===== config.mk =====
export PLATFORM = sky130hd
export DESIGN_NAME = sev_seg_ctrl
export DESIGN_NICKNAME = d
export VERILOG_FILES = /design/src/rtl/sev_seg_pkg.sv /design/src/rtl/sev_seg_blink_timer.sv /design/src/rtl/sev_seg_ctrl.sv
export SDC_FILE = /design/constraint.sdc
export NUM_CORES = 1
export LEC_CHECK = 0
export ABC_CLOCK_PERIOD_IN_PS = 4900
export CAP_MARGIN = 20
export CORE_MARGIN = 5
export CORE_UTILIZATION = 40
export DETAILED_ROUTE_END_ITERATION = 6
export HOLD_SLACK_MARGIN = 0.15
export RECOVER_POWER = 25
export REMOVE_ABC_BUFFERS = 1
export SLEW_MARGIN = 20
export SYNTH_ARGS = -nofsm -noshare
export SYNTH_HDL_FRONTEND = slang
export SYNTH_SLANG_ARGS = --single-unit

===== constraint.sdc =====
create_clock -name clk_clk -period 4.9 [get_ports clk_clk]
set_input_delay 0.49 -clock clk_clk [delete_from_list [all_inputs] [get_ports clk_clk]]
set_output_delay 0.49 -clock clk_clk [all_outputs]
set_load 0.01 [all_outputs]

===== src/rtl/sev_seg_pkg.sv =====
// Shared definitions for the seven-segment controller: register map,
// CTRL field positions and the hex-to-segment decode table.
package sev_seg_pkg;

    localparam logic [2:0] ADDR_HEXVAL    = 3'd0;
    localparam logic [2:0] ADDR_CTRL      = 3'd1;
    localparam logic [2:0] ADDR_RAW_LO    = 3'd2;
    localparam logic [2:0] ADDR_RAW_HI    = 3'd3;
    localparam logic [2:0] ADDR_BLINK_DIV = 3'd4;
    localparam logic [2:0] ADDR_STATUS    = 3'd5;

    localparam int CTRL_EN_BIT    = 0;
    localparam int CTRL_MODE_BIT  = 1;
    localparam int CTRL_BLANK_LSB = 8;
    localparam int CTRL_BLINK_LSB = 16;

    // bit0 = a .. bit6 = g, 1 = lit
    function automatic logic [6:0] hex7(input logic [3:0] v);
        logic [6:0] p;
        case (v)
            4'h0:    p = 7'h3F;
            4'h1:    p = 7'h06;
            4'h2:    p = 7'h5B;
            4'h3:    p = 7'h4F;
            4'h4:    p = 7'h66;
            4'h5:    p = 7'h6D;
            4'h6:    p = 7'h7D;
            4'h7:    p = 7'h07;
            4'h8:    p = 7'h7F;
            4'h9:    p = 7'h6F;
            4'hA:    p = 7'h77;
            4'hB:    p = 7'h7C;
            4'hC:    p = 7'h39;
            4'hD:    p = 7'h5E;
            4'hE:    p = 7'h79;
            default: p = 7'h71;
        endcase
        return p;
    endfunction

endpackage


===== src/rtl/sev_seg_blink_timer.sv =====
// Blink phase generator: down-counter reloaded from the divider,
// toggling the phase each time it expires.
module sev_seg_blink_timer #(
    parameter logic [31:0] DIV_RST = 32'd12_500_000
) (
    input  logic        clk_i,
    input  logic        rst_ni,
    input  logic        load_i,
    input  logic [31:0] load_val_i,
    input  logic [31:0] div_i,
    output logic        phase_o
);

    logic [31:0] cnt_q, cnt_d;
    logic        phase_q, phase_d;

    always_comb begin
        cnt_d   = cnt_q;
        phase_d = phase_q;
        if (load_i) begin
            cnt_d   = load_val_i;
            phase_d = 1'b0;
        end else if (div_i != '0) begin
            if (cnt_q == '0) begin
                cnt_d   = div_i;
                phase_d = ~phase_q;
            end else begin
                cnt_d = cnt_q - 32'd1;
            end
        end
    end

    always_ff @(posedge clk_i) begin
        if (!rst_ni) begin
            cnt_q   <= DIV_RST;
            phase_q <= 1'b0;
        end else begin
            cnt_q   <= cnt_d;
            phase_q <= phase_d;
        end
    end

    assign phase_o = phase_q;

endmodule


===== src/rtl/sev_seg_ctrl.sv =====
// Avalon-MM seven-segment controller for NUM_DIGITS digits.
// Define SEV_SEG_BLINK_EN to build the blink timer, blink mask, BLINK_DIV and STATUS.
module sev_seg_ctrl
    import sev_seg_pkg::*;
#(
    parameter int          NUM_DIGITS    = 4,
    parameter bit          ACTIVE_LOW    = 1'b1,
    parameter int unsigned BLINK_DIV_RST = 32'd12_500_000
) (
    input  logic                    clk_clk,
    input  logic                    reset_reset_n,
    input  logic [2:0]              s1_address,
    input  logic                    s1_write,
    input  logic [31:0]             s1_writedata,
    input  logic                    s1_read,
    output logic [31:0]             s1_readdata,
    output logic [7*NUM_DIGITS-1:0] seg_out
);

    localparam int ND = NUM_DIGITS;
    localparam logic [7*ND-1:0] SEG_OFF = {(7*ND){ACTIVE_LOW}};

    logic [4*ND-1:0]    hex_q;
    logic               en_q;
    logic               mode_q;
    logic [ND-1:0]      blank_q;
    logic [ND-1:0][6:0] raw_q;
    logic [ND-1:0]      blink_m;
    logic [31:0]        div_rd;
    logic               phase;
    logic [31:0]        rd_d, rd_q;
    logic [ND-1:0][6:0] pat;
    logic [7*ND-1:0]    seg_d, seg_q;
    logic               wr_hex, wr_ctrl, wr_lo, wr_hi;
    logic               unused_wdata;

    assign wr_hex  = s1_write && (s1_address == ADDR_HEXVAL);
    assign wr_ctrl = s1_write && (s1_address == ADDR_CTRL);
    assign wr_lo   = s1_write && (s1_address == ADDR_RAW_LO);
    assign wr_hi   = s1_write && (s1_address == ADDR_RAW_HI);

    // Bits above the configured digit count are simply not stored
    assign unused_wdata = ^s1_writedata;

    always_ff @(posedge clk_clk) begin
        if (!reset_reset_n) begin
            hex_q   <= '0;
            en_q    <= 1'b0;
            mode_q  <= 1'b0;
            blank_q <= '0;
            raw_q   <= '0;
        end else begin
            if (wr_hex) hex_q <= s1_writedata[4*ND-1:0];
            if (wr_ctrl) begin
                en_q    <= s1_writedata[CTRL_EN_BIT];
                mode_q  <= s1_writedata[CTRL_MODE_BIT];
                blank_q <= s1_writedata[CTRL_BLANK_LSB +: ND];
            end
            for (int i = 0; i < ND; i++) begin
                if ((i < 4) ? wr_lo : wr_hi)
                    raw_q[i] <= s1_writedata[7*(i%4) +: 7];
            end
        end
    end

`ifdef SEV_SEG_BLINK_EN
    logic          wr_div;
    logic [31:0]   div_q;
    logic [ND-1:0] blink_q;

    assign wr_div = s1_write && (s1_address == ADDR_BLINK_DIV);

    always_ff @(posedge clk_clk) begin
        if (!reset_reset_n) begin
            div_q   <= BLINK_DIV_RST;
            blink_q <= '0;
        end else begin
            if (wr_div)  div_q   <= s1_writedata;
            if (wr_ctrl) blink_q <= s1_writedata[CTRL_BLINK_LSB +: ND];
        end
    end

    sev_seg_blink_timer #(
        .DIV_RST    (BLINK_DIV_RST)
    ) u_timer (
        .clk_i      (clk_clk),
        .rst_ni     (reset_reset_n),
        .load_i     (wr_div),
        .load_val_i (s1_writedata),
        .div_i      (div_q),
        .phase_o    (phase)
    );

    assign blink_m = blink_q;
    assign div_rd  = div_q;
`else
    assign blink_m = '0;
    assign div_rd  = '0;
    assign phase   = 1'b0;
`endif

    // Read mux sees pre-write state, so a same-cycle write is not visible
    always_comb begin
        rd_d = '0;
        case (s1_address)
            ADDR_HEXVAL: rd_d[4*ND-1:0] = hex_q;
            ADDR_CTRL: begin
                rd_d[CTRL_EN_BIT]           = en_q;
                rd_d[CTRL_MODE_BIT]         = mode_q;
                rd_d[CTRL_BLANK_LSB +: ND]  = blank_q;
                rd_d[CTRL_BLINK_LSB +: ND]  = blink_m;
            end
            ADDR_RAW_LO: begin
                for (int i = 0; i < ND; i++)
                    if (i < 4) rd_d[7*(i%4) +: 7] = raw_q[i];
            end
            ADDR_RAW_HI: begin
                for (int i = 0; i < ND; i++)
                    if (i >= 4) rd_d[7*(i%4) +: 7] = raw_q[i];
            end
            ADDR_BLINK_DIV: rd_d = div_rd;
            ADDR_STATUS:    rd_d[0] = phase;
            default:        rd_d = '0;
        endcase
    end

    always_comb begin
        pat   = '0;
        seg_d = SEG_OFF;
        for (int i = 0; i < ND; i++) begin
            if (!en_q || blank_q[i])
                pat[i] = 7'h00;
            else if (blink_m[i] && phase)
                pat[i] = 7'h00;
            else if (!mode_q)
                pat[i] = hex7(hex_q[4*i +: 4]);
            else
                pat[i] = raw_q[i];
            seg_d[7*i +: 7] = ACTIVE_LOW ? ~pat[i] : pat[i];
        end
    end

    always_ff @(posedge clk_clk) begin
        if (!reset_reset_n) begin
            seg_q <= SEG_OFF;
            rd_q  <= '0;
        end else begin
            seg_q <= seg_d;
            if (s1_read) rd_q <= rd_d;
        end
    end

    assign seg_out     = seg_q;
    assign s1_readdata = rd_q;

endmodule


# After elaboration in Yosys (flattened, before gate mapping)
# Memories as Yosys holds them, arrays and structs flattened. A register that Yosys moved wholly into a read port is not among the register bits.
# Cells that the tools add are included.
dict set report word_totals {
  out_inout_bits 60
  input_bits 39
  rom_bits 448
  regBits 106
  memories 4
}
dict set report op_classes {
  n_eq_ne 2
  bitwise 4
  reduce_logical 9
  mux 23
}
# name words width read_ports rd_ports_with_merged_regs write_ports line_no
set mem_list {}
lappend mem_list {{(name not given)} 16 7 1 1 0 sev_seg_pkg.sv:20} ;# case (v)
lappend mem_list {{(name not given)} 16 7 1 1 0 sev_seg_pkg.sv:20}
lappend mem_list {{(name not given)} 16 7 1 1 0 sev_seg_pkg.sv:20}
lappend mem_list {{(name not given)} 16 7 1 1 0 sev_seg_pkg.sv:20}
# cell count
set ops {}
lappend ops {{two-way mux 7 bit} 8}
lappend ops {{two-way mux 4 bit} 9}
lappend ops {{inverter 7 bit} 4}
lappend ops {{one-hot mux 4 bit (3 select lines)} 1}
lappend ops {{one-hot mux 6 bit (2 select lines)} 1}
lappend ops {{two-way mux 8 bit} 1}
lappend ops {{one-hot mux 4 bit (2 select lines)} 1}
lappend ops {{one-hot mux 1 bit (3 select lines)} 2}
lappend ops {{logical OR 1 bit} 4}
lappend ops {{equality test 3 x 1 -> 1 bit, second input constant} 1}
lappend ops {{equality test 3 x 2 -> 1 bit, second input constant} 1}
lappend ops {{logical AND 1 bit} 3}
lappend ops {{logical NOT 3 bit} 1}
lappend ops {{logical NOT 1 bit} 1}

# Longest topological paths before layout
# Gate-level depths: netlist of run 1.
dict set report depth {
  depth_word 4
  mapped_depth 11
  ltp_nobuf 8
}

# Worst setup path after synthesis of run 1
# Ideal clock, no wire load.
dict set report synth_timing {
  kind {input to register}
  from {input s1_address[1]}
  to {register with a tool-made name}
  path_buffers 2
  t_arrival_ps 2648
  path_slack_ps 2173
  path_stages 9
  required_ps 4821
  cell_sequence {nor4b_2 > buf_2 > buf_4 > nand2_1 > a21oi_1 > inv_1 > ha_1 > mux2_2 > a22oi_1}
}
# item line_no
set synth_rtl {}
lappend synth_rtl {{start: declaration} sev_seg_ctrl.sv:12} ;# input logic [2:0] s1_address,

==> results of run 1 <==
==> power by group through the flow <==
stage	registers, W	logic (W)	clock network, W
after detailed placement	0.00115	0.000183	0
after global routing	0.00112	0.000200	0.00144
after floorplan	0.00114	0.0000892	0
after global placement	0.00115	0.000181	0
final	0.00112	0.000183	0.00136
after CTS	0.00112	0.000185	0.00139
==> worst min-delay path by stage <==
| stage | startpoint | end | slack, ps | cells after the start |
|---|---|---|---|---|
| floorplan | raw_q[12] | raw_q[12] | 450 | 2 |
| global placement | raw_q[24] | raw_q[24] | 460 | 2 |
| detailed placement | raw_q[18] | raw_q[18] | 470 | 2 |
| CTS | raw_q[18] | raw_q[18] | 470 | 2 |
| global route | raw_q[18] | raw_q[18] | 500 | 2 |
| finish | raw_q[9] | raw_q[9] | 470 | 2 |
==> final cells by class <==
class	instances	share of cell area
inverters	34	0.0161
flip-flops and latches	134	0.339
clock inverters	11	0.0220
well taps	188	0.0297
repair buffers	106	0.129
multi-input cells	472	0.406
clock buffers	21	0.0582
==> through the flow <==
stage | instances | area [µm²] | setup slack (ps)
floorplan | 640 | 6010 | 1690
global placement | 934 | 7280 | 1480
detailed placement | 934 | 7280 | 1480
CTS | 966 | 7910 | 1890
global route | 966 | 7910 | 1660
finish | 966 | 7910 | 1850
==> layout by cell type (no fill, tap or decap), types with 3 or more instances in the layout <==
| cell | n |
|---|---|
| nor2_1 | 37 |
| o32a_1 | 3 |
| a221oi_1 | 3 |
| clkdlybuf4s50_1 | 43 |
| o311ai_0 | 5 |
| o2bb2ai_1 | 6 |
| nor3_1 | 3 |
| ha_1 | 28 |
| o22ai_1 | 10 |
| o221ai_1 | 3 |
| conb_1 | 4 |
| and2_1 | 10 |
| a21oi_1 | 68 |
| nor2b_1 | 20 |
| mux2_2 | 38 |
| a32oi_1 | 3 |
| nand2b_1 | 7 |
| or3_1 | 11 |
| nand2_1 | 117 |
| clkinv_4 | 3 |
| dlygate4sd3_1 | 47 |
| mux2i_1 | 44 |
| clkinvlp_4 | 3 |
| bufinv_16 | 4 |
| inv_1 | 33 |
| a22oi_1 | 8 |
| a2bb2oi_1 | 3 |
| nand3b_1 | 17 |
| clkbuf_16 | 17 |
| buf_4 | 16 |
| mux2i_2 | 5 |
| dfxtp_1 | 134 |
==> logic make-up (layout without fill, tap and decap cells) <==
group,Yosys count,after routing,share of synthesized area
and+or+nand+nor,231,231,0.177
DFF,134,134,0.432
adders and majority gates,28,28,0.0565
other,1,4,0.000604
AOI/OAI and AO/OA,120,120,0.124
buffers and inverters,76,172,0.0532
muxes,89,89,0.157
==> worst max-delay path, delay by kind of cell <==
family                   cells  cell delay (ps)
adder cells (fa/ha/maj)      1              260
AO/OA/AOI/OAI                2              490
buffers and inverters        3             1200
AND/OR/NAND/NOR              3              900
==> layer usage <==
layer / wire (µm) / global-route usage
met5: 0 / 0
met2: 7960 / 0.318
met3: 736 / 0.0503
met4: 203 / 0.0600
met1: 7430 / 0.230
==> summary.md, run 1 <==
| Metric | Value |
|---|---|
| Status | complete, no violations |
| # IOs | 99 |
| CTS buffer count | 17 |
| Worst Tran Pin Value | 1020 ps |
| DR pass1 iterations | 5 |
| CTS tree | yes |
| Combinational share of power | 0.068 |
| Switching power | 0.000596 W |
| DR vias | 5024 |
| Setup bufs post-CTS | 0 |
| Reg area | 0.00268 mm² |
| Cell with the most instances after synthesis | dfxtp_1 |
| Critical path startpoint | s1_address[0] |
| Slew HR | 0.319 |
| Final min period | 3050 ps |
| Gate Count Post-Synth | 679 |
| Crit path cell chain | clkdlybuf4s50_1, or4b_1, buf_4, nand2_1, a21oi_1, inv_1, ha_1, nor2_1, o32a_1 |
| Total global routing overflow | 0 |
| Sequential share of power | 0.421 |
| Critical Path Fanout Max | 17 |
| Static Leak | 2.95 nW |
| Post-synthesis sequential element count | 134 |
| Final GP Congestion | 0.871 |
| Ys flop type | dfxtp_1 |
| Fillcell total | 1391 |
| WL/cell | 16.9 µm |
| Footprint of the multi-input gates | 0.00321 mm² |
| Die height | 135 µm |
| Setup crit end kind | flop |
| Die width | 135 µm |
| Number of synthesized flops with an enable pin | 0 |
| PwrDens | 337 mW/mm² |
| Setup violators final | 0 |
| Largest cells by area after synthesis | dfxtp_1 (43%), mux2i_1 (7.1%), nand2_1 (7.1%) |
| Diode count | 0 |
| Critical R2R Launch | hex_q[13] |
| Starting density of the core | 0.408 |
| Data required, critical path | 5200 ps |
| Startpoint types | input pin |
| Vias in the first global route | 4957 |
| Post-route setup TNS | 0 ps |
| Max Transition Viols Final | 0 |
| Critical-path top delay cell | clkdlybuf4s50_1 |
| Die ar. | 0.0181 mm² |
| Max Fclk | 0.328 GHz |
| CTS root buffer | clkbuf_16 |
| Leading area contributor after synthesis | dfxtp_1 |
| Share of cells above drive strength 1 | 0.125 |
| R2r setup slk | 3080 ps |
| Synthesis-to-finish area growth | 27.5% |
| Hold buffer count at CTS | 0 |
| Crit path largest cell delay | 740 ps |
| Core ar. | 0.0152 mm² |
| Initial antenna violation count | 0 |
| Final core area utilization | 0.520 |
| Final net count | 832 |
| DRT iter0 DRCs | 247 |
| Worst hold slack | 470 ps |
| Clk_lat worst skew | 420 ps |
| Worst vdd ir | 0.000232 V |
| Hpwl dp | 11500 µm |
| Clock Sinks | 134 |
| H-tree levels | 4 |
| Clock slew at reported path FFs | 60 ps |
| Total Routing Usage GR | 0.187 |
| Total wire length | 16300 µm |
| Crit path arrival time | 3340 ps |
| Yosys cell types | 45 |
| Remaining antenna violation count | 0 |
| Synth async-reset ratio | 0 |
| Post-synth top area share | 0.432 |
| Max Buffers Root-to-Sink | 2 |
| Pwr Total | 0.00267 W |
| Internal power | 0.00207 W |
| CP Class | input pin to flop |
| Clock power share | 0.511 |
| Count of final hold-check violations | 0 |
| Cell count of the worst reg-to-reg path | 6 |
| Share of the clock period used by the worst path | 0.621 |
| Sequential share of the synthesized area | 0.432 |
| Commonest cells post-synth | dfxtp_1 (134), nand2_1 (117), a21oi_1 (68) |
| Hold Crit Class | flop to flop |
| Max cap viols | 0 |
| Pin count of the biggest net entering global routing | 47 |
| First-pass GRT wire length | 26800 µm |
| Synthesized area | 0.00620 mm² |
| Rows | 45 |
| Warnings, synthesis | 0 |
| DRC viols | 0 |
| Net Sw Frac | 0.223 |
| Mean area per synthesized cell | 9.14 µm² |
| RSZ-0062 raised after global routing | no |
| Setup Skew | 6.52 ps |
| Via-to-Cell Ratio | 5.20 |
| Resize count post-CTS | 0 |
| Buffers on Ports | 90 |
Power figures use the tool's default switching activity.
==> inputs of run 2 (changes only) <==
--- a/config.mk
+++ b/config.mk
@@ -5,7 +5,7 @@
 export SDC_FILE = /design/constraint.sdc
 export NUM_CORES = 1
 export LEC_CHECK = 0
-export ABC_CLOCK_PERIOD_IN_PS = 4900
+export ABC_CLOCK_PERIOD_IN_PS = 2900
 export CAP_MARGIN = 20
 export CORE_MARGIN = 5
 export CORE_UTILIZATION = 40
==> constraint.sdc (replaced) <==
create_clock -name clk_clk -period 2.9 [get_ports clk_clk]
set_input_delay 0.29 -clock clk_clk [delete_from_list [all_inputs] [get_ports clk_clk]]
set_output_delay 0.29 -clock clk_clk [all_outputs]
set_load 0.01 [all_outputs]
==> run 2 against run 1 <==
Total power increased by 72%. Global-route usage is 0.58 points lower. Register-to-register slack got worse by 1900 ps. Final cell count increased by 1.3%. Largest power group unchanged.
==> summary.md, run 2 (synthesis gave the netlist of run 1 again) <==
| Metric | Value |
|---|---|
| Post-route setup TNS | 0 ps (unchanged) |
| DR pass1 iterations | 5 (unchanged) |
| Diode count | 0 (unchanged) |
| Pin count of the biggest net entering global routing | 47 (unchanged) |
| Total Routing Usage GR | 0.181 (-0.00584) |
| Setup crit end kind | flop |
| Starting density of the core | 0.408 (unchanged) |
| Crit path largest cell delay | 590 ps (-150 ps) |
| Critical Path Fanout Max | 20 (+3) |
| # IOs | 99 (unchanged) |
| Setup Skew | 9.00 ps (+2.48 ps) |
| Critical path startpoint | s1_address[1] |
| Initial antenna violation count | 0 (unchanged) |
| Max cap viols | 0 (unchanged) |
| Clock Sinks | 134 (unchanged) |
| Final instance area | 0.00807 mm² (+1.9%) |
| Vias in the first global route | 5046 (+1.8%) |
| Commonest non-fill, non-tap cell in the layout | dfxtp_1 |
| Total global routing overflow | 0 (unchanged) |
| Hold Crit Class | input pin to flop |
| Fillcell total | 1348 (-3.1%) |
| Share of cells above drive strength 1 | 0.140 (+0.0157) |
| Crit path arrival time | 2700 ps (-640 ps) |
| Static Leak | 3.00 nW (+1.6%) |
| Max Buffers Root-to-Sink | 2 (unchanged) |
| Pwr Total | 0.00459 W (+72%) |
| Final net count | 847 (+1.8%) |
| Final GP Congestion | 0.864 (-0.74%) |
| Resize count post-CTS | 0 (unchanged) |
| Hold buffer count at CTS | 0 (unchanged) |
| Net Sw Frac | 0.209 (-0.0143) |
| Clock power share | 0.517 (+0.006) |
| Combinational share of power | 0.070 (+0.002) |
| Rows | 45 (unchanged) |
| RSZ-0062 raised after global routing | no |
| Reg area | 0.00268 mm² (unchanged) |
| Worst path bufs/invs | 4 (+1) |
| Remaining antenna violation count | 0 (unchanged) |
| Clk_lat worst skew | 420 ps (about the same) |
| CP Class | input pin to flop |
| Hpwl dp | 11700 µm (+1.6%) |
| Critical-path top delay cell | dlygate4sd3_1 |
| Top Family by Delay on Critical Path | buffers and inverters |
| Setup bufs post-CTS | 0 (unchanged) |
| Core ar. | 0.0152 mm² (unchanged) |
| Die height | 135 µm (unchanged) |
| Data required, critical path | 3160 ps (-2040 ps) |
| Die width | 135 µm (unchanged) |
| Critical R2R Launch | hex_q[9] |
| H-tree levels | 4 (unchanged) |
| Count of final hold-check violations | 0 (unchanged) |
| Final min period | 2440 ps |
| Most frequent cells in the layout | dfxtp_1 (134), nand2_1 (117), a21oi_1 (68), clkdlybuf4s50_1 (61), mux2i_1 (44) |
| WL/cell | 16.6 µm (-1.9%) |
| PwrDens | 569 mW/mm² (+69%) |
| CTS tree | yes |
| DRT iter0 DRCs | 191 (-23%) |
| Footprint of the multi-input gates | 0.00321 mm² (unchanged) |
| Worst vdd ir | 0.000447 V (+92%) |
| Worst Tran Pin Value | 618 ps (-401 ps) |
| CTS root buffer | clkbuf_16 |
| Max Transition Viols Final | 0 (unchanged) |
| Sequential share of power | 0.413 (-0.008) |
| Startpoint types | input pin |
| Clock slew at reported path FFs | 50 ps (about the same) |
| Share of the clock period used by the worst path | 0.841 |
| Slew HR | 0.586 (+0.267) |
| DP Area | 0.00742 mm² (+1.9%) |
| DR vias | 5038 (+0.28%) |
| Buffers on Ports | 90 (unchanged) |
| Die ar. | 0.0181 mm² (unchanged) |
| CTS buffer count | 17 (unchanged) |
| Final core area utilization | 0.531 (+0.0100) |
| Total wire length | 16200 µm (-0.57%) |
| DRC viols | 0 (unchanged) |
| Switching power | 0.000958 W (+61%) |
| Status | complete, no violations |
| First-pass GRT wire length | 26200 µm (-2.2%) |
| Via-to-Cell Ratio | 5.15 (-1.1%) |
| Internal power | 0.00363 W (+75%) |
| Crit path cell chain | dlygate4sd3_1, clkbuf_1, nor4b_4, buf_12, nand2_1, a21oi_1, inv_1, ha_1, mux2i_1, a22oi_1 |
| Setup violators final | 0 (unchanged) |
| Max Fclk | 0.410 GHz |
| Synthesis-to-finish area growth | 30.0% |
| Worst hold slack | 429 ps (-40.8 ps) |
| Worst hold start | s1_writedata[26] |
[run 2: path summary, 6_finish.rpt]
path	end	slack [ps]	depth (start not counted)
max	flop	460	10
min	raw_q[26]	430	3
max reg2reg	flop	1230	6
min reg2reg	raw_q[9]	470	2
[run 2: final cells by class]
class,instances,share of cell area
tap,188,0.0292
clock buffer,21,0.0596
timing repair buffer,121,0.143
sequential,134,0.333
multi-input combinational,472,0.398
clock inverter,9,0.0214
inverter,34,0.0158
[run 2: routing by layer]
layer,wire (µm),vias to the layer above,GRT usage
met5,0,-,0
met4,215,0,0.0628
met3,791,19,0.0421
met2,7850,135,0.306
met1,7370,2361,0.227
li1,-,2523,-
[run 2: power by group through the flow]
stage                     clock (W)  combinational (W)  sequential, W
final                       0.00237           0.000321        0.00190
after global routing        0.00249           0.000350        0.00190
after CTS                   0.00242           0.000324        0.00190
after detailed placement          0           0.000322        0.00194
after global placement            0           0.000319        0.00194
after floorplan                   0           0.000151        0.00193
[run 2: per-stage QoR]
stage	cells	setup WS (ps)
after floorplan	640	-109
after global placement	949	164
after detailed placement	949	146
after CTS	979	577
after global routing	979	304
final	979	461
[run 2: worst reg2reg max path, stage by stage, from the launching register on]
cell	delay, ps
dfxtp_1	370
nand2_1	90
a21oi_1	270
inv_1	150
ha_1	310
mux2i_1	190
a22oi_1	140
==> inputs of run 3 (changes only) <==
--- a/config.mk
+++ b/config.mk
@@ -5,7 +5,7 @@
 export SDC_FILE = /design/constraint.sdc
 export NUM_CORES = 1
 export LEC_CHECK = 0
-export ABC_CLOCK_PERIOD_IN_PS = 2900
+export ABC_CLOCK_PERIOD_IN_PS = 2500
 export CAP_MARGIN = 20
 export CORE_MARGIN = 5
 export CORE_UTILIZATION = 40
==> constraint.sdc (replaced) <==
create_clock -name clk_clk -period 2.5 [get_ports clk_clk]
set_input_delay 0.25 -clock clk_clk [delete_from_list [all_inputs] [get_ports clk_clk]]
set_output_delay 0.25 -clock clk_clk [all_outputs]
set_load 0.01 [all_outputs]
==> run 3 against run 2 <==
Register-to-register slack lost 380 ps. Final area is 2.7% higher. Total power increased by 9.6%. Routed wire length is 1.8% higher. First-iteration DRC count up 33%. Non-clock buffer count increased by 43. Sequential cell count unchanged. Highest routed layer unchanged. Critical path depth did not move.
==> summary.md, run 3 (synthesis gave the netlist of run 1 again) <==
| Metric | Value |
|---|---|
| Setup Skew | 6.62 ps (-2.38 ps) |
| Startpoint types | input pin |
| Total global routing overflow | 0 (unchanged) |
| Setup slack after layout | 177 ps (-283 ps) |
| Crit path arrival time | 2640 ps (-60 ps) |
| Starting density of the core | 0.408 (unchanged) |
| RSZ-0062 raised after global routing | no |
| Pin count of the biggest net entering global routing | 47 (unchanged) |
| Critical Path Fanout Max | 6 (-70%) |
| Total wire length | 16500 µm (+1.8%) |
| Hpwl dp | 12200 µm (+4.3%) |
| Most frequent cells in the layout | dfxtp_1 (134), nand2_1 (117), buf_4 (69), a21oi_1 (68), clkdlybuf4s50_1 (59) |
| Share of cells above drive strength 1 | 0.182 (+0.0417) |
| Max Transition Viols Final | 0 (unchanged) |
| # IOs | 99 (unchanged) |
| Hold Crit Class | input pin to flop |
| Max Fclk | 0.431 GHz |
| Share of the clock period used by the worst path | 0.929 |
| PwrDens | 607 mW/mm² (+6.7%) |
| Setup violators final | 0 (unchanged) |
| Status | complete, no violations |
| Slew HR | 0.453 (-0.134) |
| CTS root buffer | clkbuf_16 |
| Buffers on Ports | 90 (unchanged) |
| Clock Sinks | 134 (unchanged) |
| Final GP Congestion | 0.874 (+1.1%) |
| Clock slew at reported path FFs | 60 ps (about the same) |
| Max cap viols | 0 (unchanged) |
| Via-to-Cell Ratio | 5.15 (about the same) |
| Commonest non-fill, non-tap cell in the layout | dfxtp_1 |
| Die width | 135 µm (unchanged) |
| Pre-CTS setup slack | -259 ps (-405 ps) |
| Data required, critical path | 2820 ps (-340 ps) |
| Core ar. | 0.0152 mm² (unchanged) |
| Initial antenna violation count | 0 (unchanged) |
| Final min period | 2320 ps |
| Post-route insts no fill | 1023 (+4.5%) |
| Max Buffers Root-to-Sink | 2 (unchanged) |
| Total Routing Usage GR | 0.186 (+0.00548) |
| DRT iter0 DRCs | 254 (+33%) |
| Worst Tran Pin Value | 821 ps (+203 ps) |
| First-pass GRT wire length | 26800 µm (+2.1%) |
| Worst vdd ir | 0.000467 V (+4.3%) |
| H-tree levels | 4 (unchanged) |
| Die height | 135 µm (unchanged) |
| Remaining antenna violation count | 0 (unchanged) |
| WL/cell | 16.2 µm (-2.6%) |
| DR vias | 5264 (+4.5%) |
| Inst Count DP | 992 (+4.5%) |
| Diode count | 0 (unchanged) |
| Die ar. | 0.0181 mm² (unchanged) |
| Setup crit end kind | flop |
| Synthesis-to-finish area growth | 33.5% |
| Static Leak | 3.14 nW (+4.8%) |
| Resize count post-CTS | 0 (unchanged) |
| DRC viols | 0 (unchanged) |
| CTS buffer count | 17 (unchanged) |
| CP Class | input pin to flop |
| Final net count | 890 (+5.1%) |
| Count of final hold-check violations | 0 (unchanged) |
| CTS tree | yes |
| Worst hold slack | 385 ps (-43.8 ps) |
| DR pass1 iterations | 5 (unchanged) |
| Rows | 45 (unchanged) |
| Vias in the first global route | 5213 (+3.3%) |
| Setup bufs post-CTS | 0 (unchanged) |
| Hold buffer count at CTS | 0 (unchanged) |
| Clk_lat worst skew | 410 ps (about the same) |
run 3: changes by cell type in the layout (fill, tap and decap cells not counted), sizes merged:
| cell | change |
|---|---|
| buf | +39 |
| bufinv | -3 |
| clkinv | +3 |
| clkbuf | +2 |
| clkdlybuf4s50 | -2 |
| clkinvlp | +2 |
| dlygate4sd3 | +2 |
| inv | +1 |
run 3: final cells by class:
| type | instances | area (µm²) |
|---|---|---|
| inverters | 34 | 128 |
| clock inverters | 12 | 129 |
| fillers | 1348 | 6920 |
| multi-input cells | 472 | 3210 |
| clock buffers | 19 | 453 |
| flip-flops and latches | 134 | 2680 |
| well taps | 188 | 235 |
| repair buffers | 164 | 1450 |
run 3: worst max-delay path: stages:
cell and delay (ps):
clkdlybuf4s50_1 490, buf_4 190, nor4b_4 330, buf_4 210
nand2_1 70, a21oi_1 220, inv_1 130, ha_1 260
mux2_2 270, a22oi_1 220
run 3: routing by layer:
metal  vias to the layer above  part of all wire  GRT usage
met1                      2465              0.45      0.233
met2                       165              0.48      0.310
li1                       2612                 -          -
met5                         -                 0          0
met4                         0             0.018     0.0781
met3                        22             0.053     0.0428
run 3: path summary, 6_finish.rpt:
| path | from | to | slack [ps] | cells after the start |
|---|---|---|---|---|
| worst min-delay path | s1_writedata[27] | raw_q[27] | 390 | 3 |
| worst max register to register | hex_q[1] | flop | 850 | 6 |
| worst min register to register | raw_q[6] | raw_q[6] | 480 | 2 |
| worst max-delay path | s1_address[1] | flop | 180 | 10 |
run 3: report_power, final:
| part | internal (W) | leakage (nW) | switching, W |
|---|---|---|---|
| combinational | 0.000190 | 1.77 | 0.000203 |
| sequential | 0.00218 | 1.09 | 0.0000231 |
| clock | 0.00151 | 0.281 | 0.000925 |
| total | 0.00388 | 3.14 | 0.00115 |
run 3: stage by stage:
step	TNS [ps]	instance area, µm²	utilization	total power (W)
floorplan	-10350	6010	-	0.00242
global placement	-1980	7710	0.507	0.00263
detailed placement	-3350	7710	0.507	0.00264
CTS	0	8300	0.546	0.00509
global route	0	8280	0.545	0.00521
finish	0	8280	0.545	0.00503
